File: src/rtl/logistic_bank.sv
`default_nettype none
// +----------------------------------------------------------------------------+
// | logistic_bank: N_CH logistic-map iterators x <- mu*x*(1-x) sharing one     |
// | multiplier, with a start/busy/done handshake and a registered read port.   |
// | Revision: 1.0                                                              |
// +----------------------------------------------------------------------------+
module logistic_bank #(
   parameter int W    = 16,
   parameter int N_CH = 8,
   parameter int CW   = 9,
   parameter int AW   = (N_CH > 1) ? $clog2(N_CH) : 1
) (
   input  logic          CLK,
   input  logic          RST,
   input  logic          start,
   input  logic [W+1:0]  mu,
   input  logic [W-1:0]  seed,
   input  logic [W-1:0]  seed_step,
   input  logic [CW-1:0] times,
   output logic          busy,
   output logic          done,
   input  logic [AW-1:0] rd_ch,
   output logic [W-1:0]  rd_data,
   output logic [CW-1:0] iter
);

   typedef enum logic [2:0] {
      S_IDLE  = 3'd0,
      S_LOAD  = 3'd1,
      S_MUL_A = 3'd2,
      S_MUL_B = 3'd3,
      S_FIN   = 3'd4
   } state_t;

   localparam int            PW      = 2 * W + 3;
   localparam logic [AW-1:0] LAST_CH = AW'(N_CH - 1);

   state_t        state_q, state_d;
   logic [W+1:0]  mu_q, mu_d;
   logic [W-1:0]  seed_q, seed_d;
   logic [W-1:0]  step_q, step_d;
   logic [CW-1:0] times_q, times_d;
   logic [CW-1:0] iter_q, iter_d;
   logic [AW-1:0] ch_q, ch_d;
   logic [W-1:0]  t_q, t_d;
   logic          busy_q, busy_d;
   logic          done_q, done_d;
   logic [W-1:0]  rd_data_q, rd_data_d;
   logic [W-1:0]  x_q [N_CH];
   logic [W-1:0]  x_d [N_CH];

   logic [W-1:0]  x_cur;
   logic [W+1:0]  mul_a;
   logic [W:0]    mul_b;
   logic [W+2:0]  prod_hi;
   logic [W-1:0]  y_sat;
   logic [W-1:0]  seed_acc;

   always_comb begin
      x_cur = '0;
      for (int k = 0; k < N_CH; k++) begin
         if (ch_q == AW'(k)) x_cur = x_q[k];
      end
   end

   // The single multiplier: x*(1-x) in MUL_A, mu*t in MUL_B.
   always_comb begin
      if (state_q == S_MUL_B) begin
         mul_a = mu_q;
         mul_b = {1'b0, t_q};
      end else begin
         mul_a = {2'b00, x_cur};
         mul_b = {1'b1, {W{1'b0}}} - {1'b0, x_cur};
      end
   end

   assign prod_hi = (W+3)'((PW'(mul_a) * PW'(mul_b)) >> W);
   assign y_sat   = (|prod_hi[W+2:W]) ? {W{1'b1}} : prod_hi[W-1:0];

   always_comb begin
      state_d  = state_q;
      mu_d     = mu_q;
      seed_d   = seed_q;
      step_d   = step_q;
      times_d  = times_q;
      iter_d   = iter_q;
      ch_d     = ch_q;
      t_d      = t_q;
      busy_d   = busy_q;
      done_d   = 1'b0;
      seed_acc = seed_q;
      for (int k = 0; k < N_CH; k++) x_d[k] = x_q[k];

      case (state_q)
         S_IDLE: begin
            // done_q high means FIN just retired; a start in that cycle is dropped.
            if (start && !done_q) begin
               mu_d    = mu;
               seed_d  = seed;
               step_d  = seed_step;
               times_d = times;
               busy_d  = 1'b1;
               state_d = S_LOAD;
            end
         end
         S_LOAD: begin
            for (int k = 0; k < N_CH; k++) begin
               x_d[k]   = seed_acc;
               seed_acc = seed_acc + step_q;
            end
            ch_d    = '0;
            iter_d  = '0;
            state_d = (times_q == '0) ? S_FIN : S_MUL_A;
         end
         S_MUL_A: begin
            t_d     = prod_hi[W-1:0];
            state_d = S_MUL_B;
         end
         S_MUL_B: begin
            for (int k = 0; k < N_CH; k++) begin
               if (ch_q == AW'(k)) x_d[k] = y_sat;
            end
            if (ch_q == LAST_CH) begin
               ch_d    = '0;
               iter_d  = iter_q + CW'(1);
               state_d = (iter_q + CW'(1) == times_q) ? S_FIN : S_MUL_A;
            end else begin
               ch_d    = ch_q + AW'(1);
               state_d = S_MUL_A;
            end
         end
         S_FIN: begin
            done_d  = 1'b1;
            busy_d  = 1'b0;
            state_d = S_IDLE;
         end
         default: state_d = S_IDLE;
      endcase
   end

   always_comb begin
      rd_data_d = '0;
      for (int k = 0; k < N_CH; k++) begin
         if (rd_ch == AW'(k)) rd_data_d = x_q[k];
      end
   end

   always_ff @(posedge CLK) begin
      if (RST) begin
         state_q   <= S_IDLE;
         mu_q      <= '0;
         seed_q    <= '0;
         step_q    <= '0;
         times_q   <= '0;
         iter_q    <= '0;
         ch_q      <= '0;
         t_q       <= '0;
         busy_q    <= 1'b0;
         done_q    <= 1'b0;
         rd_data_q <= '0;
         for (int k = 0; k < N_CH; k++) x_q[k] <= '0;
      end else begin
         state_q   <= state_d;
         mu_q      <= mu_d;
         seed_q    <= seed_d;
         step_q    <= step_d;
         times_q   <= times_d;
         iter_q    <= iter_d;
         ch_q      <= ch_d;
         t_q       <= t_d;
         busy_q    <= busy_d;
         done_q    <= done_d;
         rd_data_q <= rd_data_d;
         for (int k = 0; k < N_CH; k++) x_q[k] <= x_d[k];
      end
   end

   assign busy    = busy_q;
   assign done    = done_q;
   assign rd_data = rd_data_q;
   assign iter    = iter_q;

endmodule
`default_nettype wire
File: config.mk
export PLATFORM = sky130hd
export DESIGN_NAME = logistic_bank
export DESIGN_NICKNAME = d
export VERILOG_FILES = /design/src/rtl/logistic_bank.sv
export SDC_FILE = /design/constraint.sdc
export NUM_CORES = 1
export LEC_CHECK = 0
export BUFFER_PORTS_ARGS = -buffer_cell sky130_fd_sc_hd__buf_4
export CORE_MARGIN = 2
export CORE_UTILIZATION = 46
export CTS_CLUSTER_SIZE = 14
export DETAILED_ROUTE_END_ITERATION = 8
export SLEW_MARGIN = 10
export SYNTH_ARGS = -nofsm -noshare
export SYNTH_HDL_FRONTEND = slang
export SYNTH_SLANG_ARGS = --single-unit
File: constraint.sdc
create_clock -name CLK -period 23.2 [get_ports CLK]
set_input_delay 4.64 -clock CLK [delete_from_list [all_inputs] [get_ports CLK]]
set_output_delay 4.64 -clock CLK [all_outputs]
set_load 0.005 [all_outputs]
### Word-level counts from Yosys, hierarchy flattened

Memories as Yosys holds them, arrays and structs flattened.
Index checks and enable logic that the tools add are counted.

* multipliers: 1
* multiplexer cells: 51
* reduce and logical (&&, ||, !) cells: 12
* bitwise logic cells: 8
* add/sub/neg operators: 10
* eq/ne operators: 21
* div/mod/pow operators: 0
* order comparisons: 0
* shift-type cells: 0

Operators with widths (count)
* $mux W16: 33
* $pmux W128 S2: 1
* $add A16 B16 Y16: 7
* $mul A18 B17 Y35: 1
* $eq A3 B3 Y1 const B: 9
* $eq A3 B2 Y1 const B: 6
* $mux W18: 1
* $pmux W9 S2: 1
* $mux W17: 1
* $sub A17 B16 Y17 const A: 1
* $mux W3: 5
* $pmux W3 S4: 1
* $add A9 B1 Y9 const B: 1
* $eq A3 B1 Y1 const B: 3
* $eq A9 B9 Y1: 1
* $logic_not A3 Y1: 3
* $logic_not A9 Y1: 1
* $mux W9: 1
* $or A1 B1 Y1: 8
* $pmux W3 S2: 1
* $reduce_and A2 Y1: 3
* $mux W1: 5
* $ne A2 B2 Y1 const B: 2
* $reduce_bool A2 Y1: 2
* 5 further kinds: 5

* memory bits (writable): 128
* bits of input ports: 65
* memories: 1
* latch bits: 0
* bits in registers: 108
* bits in read-only memories: 0

Memories
* x_q: depth 8, width 16, read ports 8, clocked after memory_dff 0, wr ports 8, line 49 `logic [W-1:0] x_q [N_CH];`

### Depth between registers and ports, before layout

Gate-level depths: netlist (run 1).

* depth after elaboration: 17
* gate-level depth with buffers: 43
* mapped depth without buffers: 40

### Worst setup path after synthesis (run 1)

OpenSTA, ideal clock, no wires.

* kind: reg2reg
* start: reg ch_q[2]
* end: mem x_q[2][0], in the netlist x_q[0][32]
* path buffers: 5
* cell stages (with the launch flop): 41
* path slack: 13818 ps
* data arrival time: 9249 ps
* library setup time: 133 ps
* path through: dfxtp_1 clkbuf_1 inv_1 clkbuf_1 ha_1 inv_1 nor2_1 clkbuf_1 a22o_1 o31ai_1 a21oi_1 inv_1 ha_1 nand2_1 nor4_2 a21oi_1 nor3_1 buf_2 (+5 left out) inv_1 fa_1 fa_1 inv_1 fa_1 ha_1 a21o_1 a21oi_1 o21ai_0 a21oi_1 a211oi_1 or2_2 o311a_1 nor3_2 clkbuf_1 a21oi_1 a21oi_1 a21oi_1

RTL lines
* from (decl): line 44 `logic [AW-1:0] ch_q, ch_d;`
* from (signal assigned): line 169 `ch_q <= ch_d;`
* to (decl): line 49

==> parameters.txt, run 1 <==
Parameter                              Value

Run status
  Run status ... finished, final reports clean

Logic synthesis
  FF+latch count, synth ... 236
  Avg Synthesized Cell Area ... 7.86 sq um
  FFs w/ async S/R, synth ... 0
  Number of distinct library cell variants in the gate-level netlist after synthesis ... 82
  Number of enable-type register cells in the synthesized netlist ... 0
  Portion of the post-synthesis area used by sequential elements ... 0.181
  Post-Synthesis Cell Area ... 26200 sq um
  Synthesized instance count ... 3328
  Count of synthesis-stage warnings from yosys ... 0
  Dominant synthesized flop cell ... dfxtp_1

Routing
  Final routed DRC violation total ... 0
  Average via count per standard cell ... 6.04
  Post-detailed-route count of antenna-violating nets ... 0
  Final wirelength ... 93.8 mm
  Total iterations of the first detailed-routing run ... 6
  Number of vias after detailed routing ... 24800
  Mean routed wirelength per cell ... 22.9 microns
  Violation count after the first detailed-routing iteration ... 2147

Layout
  Nets@finish ... 3853
  Share of post-route cells with drive strength above 1 ... 0.0709
  Final instance area ... 28400 sq um
  Synth-to-layout area growth ... 8.75%
  Ant. Diodes ... 0

Die
  Initial core utilization ... 0.465
  Die Y-Extent ... 242 microns
  Top Ports ... 92
  Die area ... 58800 sq um
  Standard-cell row count ... 87
  Die outline width ... 242 microns
  Area of the core ... 56300 sq um

Clock network
  Hold buffer count at CTS ... 0
  Buffer levels on the longest clock path ... 3
  Clk Tree Root Cell ... clkbuf_16
  Post-CTS Repair Setup Buffers ... 0
  Total clock sinks ... 236
  Number of clock buffers inserted by TritonCTS ... 27
  Register clock-pin slew on the reported worst setup and hold paths ... 0.06 ns
  H-tree Lvls ... 1
  Clock latency at the later pin of the worst-skew pair ... 0.57 ns
  CTS tree ... yes
  CTS-repair resized insts ... 0

Setup path
  CP Launch Type ... flop
  Reg2Reg Setup Slack ... 12.06 ns
  Data arrival at the endpoint of the critical path ... 11.61 ns
  Worst reg2reg path endpoint ... x_q[0][4]
  R2r worst-path depth ... 36
  Critical setup path kind ... flop to flop
  Most used cell, CP ... inv_1
  Maximum fanout encountered on the critical timing path ... 28
  Worst-path cell with the longest stage delay ... nor2_1
  Crit Reg-Reg Startpoint ... ch_q[2]
  CP required ... 23.67 ns
  Largest incremental delay on the critical path ... 0.85 ns
  Crit end category ... flop

Job
  Count of maximum capacitance violations ... 0

Timing
  Worst Skew ... 0.0114 ns
  Unrepaired setup endpoints after global routing ... no
  Least-Margin Pin Slew ... 1.12 ns
  Setup TNS ... 0 ns
  Post-layout minimum cycle time ... 11.14 ns
  Headroom to the max-slew limit ... 0.251
  Fmax ... 89.7 MHz
  Final clock period utilization by the worst path ... 0.480
  Final hold violation count ... 0
  Final max-slew violation count ... 0
  Setup violations, final ... 0
  Hold slack ... 0.459 ns

Global route
  Antenna violations before repair ... 2
  Sum of overflow across all layers after global routing ... 0
  Number of global-route vias before repair ... 24400
  Maximum number of pins on one net before global-route repair ... 98
  Wire length of the first global-routing pass ... 144 mm
  Total routing resource utilization after global routing ... 0.315

Worst hold path
  Class of the tightest hold or removal check ... flop to flop
  Endpoint of the worst hold-timing path ... mu_q[2]
  Hold Path Origin ... mu_q[2]
  Hold path cells ... 2

Place
  Total of buffers placed on input and output ports ... 91
  Placed Area ... 27500 sq um
  Final GP Congestion ... 1.01
  HPWL after detailed placement ... 72.7 mm

Power
  Maximum VDD drop ... 0.000115 V
  Total leakage power ... 12.6 nW
  Total power per unit cell area ... 129 nW/um^2
  Overall power ... 3.67 mW
==> cells in the final DEF, fill, tap and decap left out, drive strengths merged, types with 8 or more instances in the layout <==
| cell | n |
|---|---|
| nand2 | 487 |
| a21oi | 415 |
| inv | 341 |
| fa | 244 |
| dfxtp | 236 |
| ha | 219 |
| nor2 | 214 |
| o21ai | 198 |
| buf | 135 |
| xnor2 | 88 |
| and2 | 72 |
| nor3 | 52 |
| nand3 | 46 |
| o211ai | 44 |
| xor2 | 42 |
| a21o | 40 |
| nor2b | 39 |
| a211oi | 34 |
| clkbuf | 34 |
| a31oi | 24 |
| o22ai | 23 |
| nand2b | 22 |
| mux2i | 20 |
| and3 | 19 |
| o21a | 18 |
| nand3b | 16 |
| conb | 16 |
| mux4 | 15 |
| a22oi | 14 |
| a221o | 13 |
| o21bai | 11 |
| clkinv | 10 |
| a31o | 9 |
| nor4 | 9 |
| a311oi | 8 |
| a2111oi | 8 |
==> critical path, delay by kind of cell (launching register included) <==
| kind | cells | cell delay, ns |
|---|---|---|
| adder cells (fa/ha/maj) | 8 | 3.61 |
| AO/OA/AOI/OAI | 10 | 3.24 |
| AND/OR/NAND/NOR | 8 | 2.48 |
| buffers and inverters | 9 | 1.23 |
| flip-flops | 1 | 0.30 |
| XOR/XNOR | 1 | 0.16 |
==> worst max-delay path by stage <==
stage                  from         end  slack, ns  depth (start not counted)
floorplan           ch_q[2]  x_q[0][32]      13.82                         40
global placement    ch_q[2]  x_q[0][61]      12.21                         37
detailed placement  ch_q[2]  x_q[1][39]      12.30                         35
CTS                 ch_q[2]   x_q[0][6]      12.24                         36
global route        ch_q[2]   x_q[0][6]      11.47                         34
finish              ch_q[2]   x_q[0][4]      12.06                         36
==> logic make-up (layout without fill, tap and decap cells) <==
logic type | Yosys count | count (layout) | synth area share
mux | 38 | 38 | 0.0219
buf+inv | 524 | 526 | 0.0759
compound gates | 928 | 928 | 0.214
fa+ha+maj | 463 | 463 | 0.292
xor+xnor | 132 | 132 | 0.0453
other cells | 2 | 16 | 0.000287
simple gates | 1005 | 1005 | 0.171
flops | 236 | 236 | 0.181
==> state kept, by name (all words and copies together) (netlist names) <==
name / count
x_q: 128
mu_q: 18
rd_data: 16
seed_q: 16
step_q: 16
t_q: 16
iter: 9
times_q: 9
ch_q: 3
state_q: 3
busy: 1
done: 1
==> synth_stat cells (all sizes together), types with 6 or more instances <==
library cell | number | share of area
a2111oi | 8 | 0.0027
a211oi | 34 | 0.010
a21boi | 7 | 0.0020
a21o | 40 | 0.011
a21oi | 415 | 0.080
a221o | 13 | 0.0050
a22o | 6 | 0.0020
a22oi | 14 | 0.0040
a311oi | 8 | 0.0027
a31o | 9 | 0.0030
a31oi | 24 | 0.0060
and2 | 72 | 0.017
and3 | 19 | 0.0045
buf | 24 | 0.0040
clkbuf | 157 | 0.023
dfxtp | 236 | 0.18
fa | 244 | 0.19
ha | 219 | 0.10
inv | 341 | 0.049
mux2i | 20 | 0.0077
mux4 | 15 | 0.013
nand2 | 487 | 0.070
nand2b | 22 | 0.0053
nand3 | 46 | 0.0088
nand3b | 16 | 0.0046
nand4 | 6 | 0.0014
nor2 | 214 | 0.031
nor2b | 39 | 0.0093
nor3 | 52 | 0.010
nor3b | 7 | 0.0020
nor4 | 9 | 0.0024
o211ai | 44 | 0.013
o21a | 18 | 0.0052
o21ai | 198 | 0.038
o21bai | 11 | 0.0032
o221ai | 7 | 0.0023
o22ai | 23 | 0.0055
o31ai | 7 | 0.0020
xnor2 | 88 | 0.029
xor2 | 42 | 0.014
==> power by group <==
part	switching (mW)	internal, mW	total, mW	leakage (nW)
logic	1.73	0.949	2.68	10.2
clock network	0.187	0.261	0.448	0.436
registers	0.0790	0.462	0.541	1.93
total	2.00	1.67	3.67	12.6
==> stage by stage <==
step	std cells	worst slack, ns	utilization
floorplan	3342	13.82	-
global placement	4052	12.21	0.489
detailed placement	4052	12.30	0.490
CTS	4100	12.24	0.505
global route	4100	11.47	0.505
finish	4100	12.06	0.505
==> layer usage <==
metal  wire (microns)  GRT usage  up-vias
met1            38600      0.418    12100
met3             7740     0.0438      236
met2            43700      0.522     1182
li1                 -          -    11300
met4             3720      0.121        4
met5               23          0        -
==> area by class of cell <==
| cell class | instances | area (sq um) |
|---|---|---|
| repair buffers | 135 | 1020 |
| inverters | 343 | 1290 |
| clock inverters | 14 | 183 |
| well taps | 756 | 946 |
| flip-flops and latches | 236 | 4720 |
| fillers | 5456 | 27800 |
| multi-input cells | 2582 | 19600 |
| clock buffers | 34 | 712 |
No activity file was read; power rests on OpenSTA's default activity.
==> inputs of run 2 (changes only) <==
clock period = 10.1 ns   (was 23.2 ns; I/O delays follow)
==> run 2 against run 1 <==
Against the previous run: count of clock-buffer cells in the layout grew 6; register-to-register slack lost 12 ns; sequential power rose by 130%; clock skew is 0.011 ns higher; cell area rose by 2.8%; combinational power is 140% higher; global-route usage is 1.3 points higher; die area unchanged; via count about the same; critical path type unchanged; largest cell class unchanged; largest power group unchanged.
==> parameters.txt, run 2 (synthesized netlist as in run 1, its figures left out) <==
Parameter                              Value

Run status
  Run status ... finished, final reports clean

Clock network
  Total clock sinks ... 236
  H-tree Lvls ... 1
  Clk Tree Root Cell ... clkbuf_16
  Clock latency at the later pin of the worst-skew pair ... 0.61 ns
  Hold buffer count at CTS ... 0
  CTS-repair resized insts ... 0
  Buffer levels on the longest clock path ... 3
  CTS tree ... yes
  Number of clock buffers inserted by TritonCTS ... 31
  Register clock-pin slew on the reported worst setup and hold paths ... 0.06 ns
  Post-CTS Repair Setup Buffers ... 0

Layout
  Synth-to-layout area growth ... 11.8%
  Final Instance Count excl. Fillers ... 4177
  Largest registers ... x_q (128), mu_q (18)
  Top reg by flops ... x_q
  Number of fill cells ... 5474
  Leading cell types in the layout, fill and taps excluded ... nand2_1 (484), a21oi_1 (409), inv_1 (341)
  Most common cell after layout, fill and taps aside ... nand2_1
  Seq. cell area ... 4720 sq um
  Final instance area ... 29200 sq um
  Final standard cell utilization of the core ... 0.520
  Max FFs per register ... 128
  Area occupied by multi-input gates ... 19600 sq um
  Share of post-route cells with drive strength above 1 ... 0.0930
  Nets@finish ... 3922

Timing
  Setup TNS ... 0 ns
  Hold slack ... 0.461 ns
  Final hold violation count ... 0
  Worst Skew ... 0.0229 ns
  Post-layout minimum cycle time ... 9.68 ns
  Least-Margin Pin Slew ... 1.12 ns
  Setup violations, final ... 0
  Unrepaired setup endpoints after global routing ... yes
  Fmax ... 103 MHz
  Setup slack of the critical path after layout ... 0.424 ns
  Headroom to the max-slew limit ... 0.246
  Final max-slew violation count ... 0
  Final clock period utilization by the worst path ... 0.958

Die
  Die outline width ... 242 microns
  Standard-cell row count ... 87
  Die area ... 58800 sq um
  Initial core utilization ... 0.465
  Top Ports ... 92
  Area of the core ... 56300 sq um
  Die Y-Extent ... 242 microns

Place
  HPWL after detailed placement ... 76.6 mm
  Final GP Congestion ... 0.996
  Total of buffers placed on input and output ports ... 91
  DP Cell Count ... 4117
  Placed Area ... 28100 sq um
  Post-Place Setup Slack ... 0.241 ns

Routing
  Total iterations of the first detailed-routing run ... 6
  Average via count per standard cell ... 5.93
  Final wirelength ... 97.2 mm
  Final routed DRC violation total ... 0
  Mean routed wirelength per cell ... 23.3 microns
  Violation count after the first detailed-routing iteration ... 2099
  Number of vias after detailed routing ... 24800
  Post-detailed-route count of antenna-violating nets ... 0

Global route
  Wire length of the first global-routing pass ... 149 mm
  Sum of overflow across all layers after global routing ... 0
  Antenna violations before repair ... 1
  Maximum number of pins on one net before global-route repair ... 67
  Number of global-route vias before repair ... 24500
  Total routing resource utilization after global routing ... 0.328

Setup path
  Crit end category ... flop
  Worst-path cell with the longest stage delay ... fa_1
  Data arrival at the endpoint of the critical path ... 10.13 ns
  CP required ... 10.56 ns
  CP Launch Type ... flop
  Maximum fanout encountered on the critical timing path ... 15
  Largest incremental delay on the critical path ... 0.57 ns
  Critical setup path kind ... flop to flop

Power
  Total power per unit cell area ... 308 nW/um^2
  Overall power ... 8.99 mW
  Total leakage power ... 13.1 nW
  Maximum VDD drop ... 0.000400 V

Worst hold path
  Class of the tightest hold or removal check ... flop to flop

Job
  Count of maximum capacitance violations ... 0
run 2: final timing paths:
kind	start	endpoint	slack, ns	depth (start not counted)
setup reg to reg	ch_q[0]	x_q[0][60]	0.42	38
hold reg to reg	mu_q[4]	mu_q[4]	0.46	2
setup / recovery	ch_q[0]	x_q[0][60]	0.42	38
hold / removal	mu_q[4]	mu_q[4]	0.46	2
run 2: layer usage:
layer  up-vias  wire, microns  track usage
met5         -              0            0
met4         0           3890        0.117
met3       192           7100       0.0456
met2      1040          45400        0.547
met1     12100          40800        0.436
li1      11400              -            -
run 2: report_power, final:
part | internal [mW] | switching [mW]
registers | 1.06 | 0.197
clock network | 0.756 | 0.483
logic | 2.43 | 4.07
total | 4.25 | 4.75
run 2: final cells by class:
cell class | count | area share
multi-input cells | 2582 | 0.670
repair buffers | 200 | 0.0528
flip-flops and latches | 236 | 0.162
inverters | 343 | 0.0440
clock inverters | 18 | 0.00937
well taps | 756 | 0.0323
diodes | 2 | 0.000171
clock buffers | 40 | 0.0294
run 2: critical path: cells and delay by family, from the launching register on:
family                   cells  cell delay (ns)
AO/OA/AOI/OAI               13             2.78
XOR/XNOR                     1             0.17
adder cells (fa/ha/maj)      8             3.49
buffers and inverters        9             1.09
flip-flops                   1             0.39
AND/OR/NAND/NOR              7             1.60
==> inputs of run 3 (changes only) <==
MAX_ROUTING_LAYER = met4   (was unset)
==> run 3 against run 2 <==
Against the previous run: sequential cell count unchanged; worst hold slack improved by 0.0090 ns; via count fell by 0.38%; routed wire length is 1.4% higher; clock skew is 0.0035 ns lower; fmax down 0.22%; combinational power up 2%; cell count is the same; register-to-register slack got worse by 0.02 ns; clock power down 8%.
==> parameters.txt, run 3 (synthesized netlist as in run 1, its figures left out) <==
Parameter                              Value

Worst hold path
  Class of the tightest hold or removal check ... flop to flop
  Hold Path Origin ... mu_q[17]
  Endpoint of the worst hold-timing path ... mu_q[17]
  Hold path cells ... 2

Timing
  Setup violations, final ... 0
  Post-layout minimum cycle time ... 9.70 ns
  Final clock period utilization by the worst path ... 0.960
  Least-Margin Pin Slew ... 1.22 ns
  Setup TNS ... 0 ns
  Fmax ... 103 MHz
  Final max-slew violation count ... 0
  Final hold violation count ... 0
  Setup slack of the critical path after layout ... 0.402 ns
  Headroom to the max-slew limit ... 0.183
  Worst Skew ... 0.0194 ns
  Hold slack ... 0.470 ns

Die
  Area of the core ... 56300 sq um
  Initial core utilization ... 0.465
  Die area ... 58800 sq um
  Die Y-Extent ... 242 microns
  Die outline width ... 242 microns
  Standard-cell row count ... 87
  Top Ports ... 92

Clock network
  Total clock sinks ... 236
  H-tree Lvls ... 1
  Register clock-pin slew on the reported worst setup and hold paths ... 0.06 ns
  Number of clock buffers inserted by TritonCTS ... 31
  Clk Tree Root Cell ... clkbuf_16
  CTS-repair resized insts ... 0
  Buffer levels on the longest clock path ... 3
  CTS tree ... yes
  Post-CTS Repair Setup Buffers ... 0
  Hold buffer count at CTS ... 0
  Clock latency at the later pin of the worst-skew pair ... 0.62 ns

Layout
  Synth-to-layout area growth ... 11.7%
  Final standard cell utilization of the core ... 0.519
  Nets@finish ... 3925
  Final instance area ... 29200 sq um
  Top reg by flops ... x_q
  Most common cell after layout, fill and taps aside ... nand2_1
  Area occupied by multi-input gates ... 19700 sq um
  Number of fill cells ... 5534
  Max FFs per register ... 128
  Share of post-route cells with drive strength above 1 ... 0.0962
  Final Instance Count excl. Fillers ... 4177
  Seq. cell area ... 4720 sq um
  Leading cell types in the layout, fill and taps excluded ... nand2_1 (484), a21oi_1 (400), inv_1 (340)
  Largest registers ... x_q (128), mu_q (18)

Routing
  Average via count per standard cell ... 5.90
  Mean routed wirelength per cell ... 23.6 microns
  Post-detailed-route count of antenna-violating nets ... 0
  Top Metal Used ... met4
  Final wirelength ... 98.5 mm
  Number of vias after detailed routing ... 24700
  Violation count after the first detailed-routing iteration ... 1998
  Final routed DRC violation total ... 0
  Total iterations of the first detailed-routing run ... 5
  Post-route met1 wirelength ... 41.9 mm
  Met2 WL post-DR ... 46.8 mm
  Met3 Wirelength ... 6.32 mm

Run status
  Run status ... finished, final reports clean

Setup path
  Worst reg2reg path endpoint ... x_q[1][49]
  Critical setup path kind ... flop to flop
  R2r worst-path depth ... 40
  Reg2Reg Setup Slack ... 0.40 ns
  CP Launch Type ... flop
  Most used cell, CP ... inv_1
  Largest incremental delay on the critical path ... 0.54 ns
  CP required ... 10.57 ns
  Data arrival at the endpoint of the critical path ... 10.17 ns
  Maximum fanout encountered on the critical timing path ... 42
  Worst Setup SP ... ch_q[1]
  Crit Reg-Reg Startpoint ... ch_q[1]
  Worst-path cell with the longest stage delay ... fa_1
  Crit end category ... flop

Place
  HPWL after detailed placement ... 78.0 mm
  Final GP Congestion ... 0.986
  Post-Place Setup Slack ... 0.248 ns
  DP Cell Count ... 4120
  Placed Area ... 28100 sq um
  Total of buffers placed on input and output ports ... 91

Global route
  Wire length of the first global-routing pass ... 151 mm
  Sum of overflow across all layers after global routing ... 0
  Total routing resource utilization after global routing ... 0.344
  Antenna violations before repair ... 1
  Number of global-route vias before repair ... 24900
  Maximum number of pins on one net before global-route repair ... 116

Power
  Maximum VDD drop ... 0.000257 V
  Overall power ... 9.05 mW
  Total power per unit cell area ... 310 nW/um^2
  Total leakage power ... 13.0 nW

Job
  Count of maximum capacitance violations ... 0
## run 3: cell types whose count changed in the layout (fill, tap and decap cells not counted), moves of 2 or more
cell,delta
buf_4,+3
clkinv_2,+3
clkinvlp_4,-2
bufinv_16,-3
inv_6,-4
clkbuf_1,+2
a21oi_1,-9
a21oi_2,+10
## run 3: metal layers
layer  global-route usage  vias up
li1                     -    11400
met1                0.442    12200
met2                0.563      932
met3               0.0400      175
met4                0.111        0
met5                    -        -
## run 3: cell type report
class	instances	share of cell area
multi-input combinational	2582	0.673
sequential	236	0.162
timing repair buffer	203	0.0536
inverter	343	0.0441
tap	756	0.0324
clock buffer	41	0.0292
clock inverter	14	0.00608
antenna	2	0.000171
## run 3: worst max-delay path by stage
stage,end,slack [ns]
floorplan,x_q[0][32],0.72
global placement,x_q[0][6],0.38
detailed placement,x_q[0][7],0.25
CTS,x_q[0][7],0.16
global route,x_q[1][49],-0.04
finish,x_q[1][49],0.40
## run 3: critical path: cells and delay by family, from the launching register on
| family | cells | cell delay, ns |
|---|---|---|
| adders and majority gates | 9 | 3.70 |
| AOI/OAI and AO/OA | 10 | 2.52 |
| and+or+nand+nor | 9 | 1.56 |
| buffers and inverters | 11 | 1.21 |
| DFF | 1 | 0.38 |
| xor gates and xnor gates | 1 | 0.13 |
## run 3: report_power, final
part / switching (mW) / leakage, nW / internal [mW]
clock network: 0.471 / 0.507 / 0.670
registers: 0.197 / 1.93 / 1.06
logic: 4.14 / 10.6 / 2.51
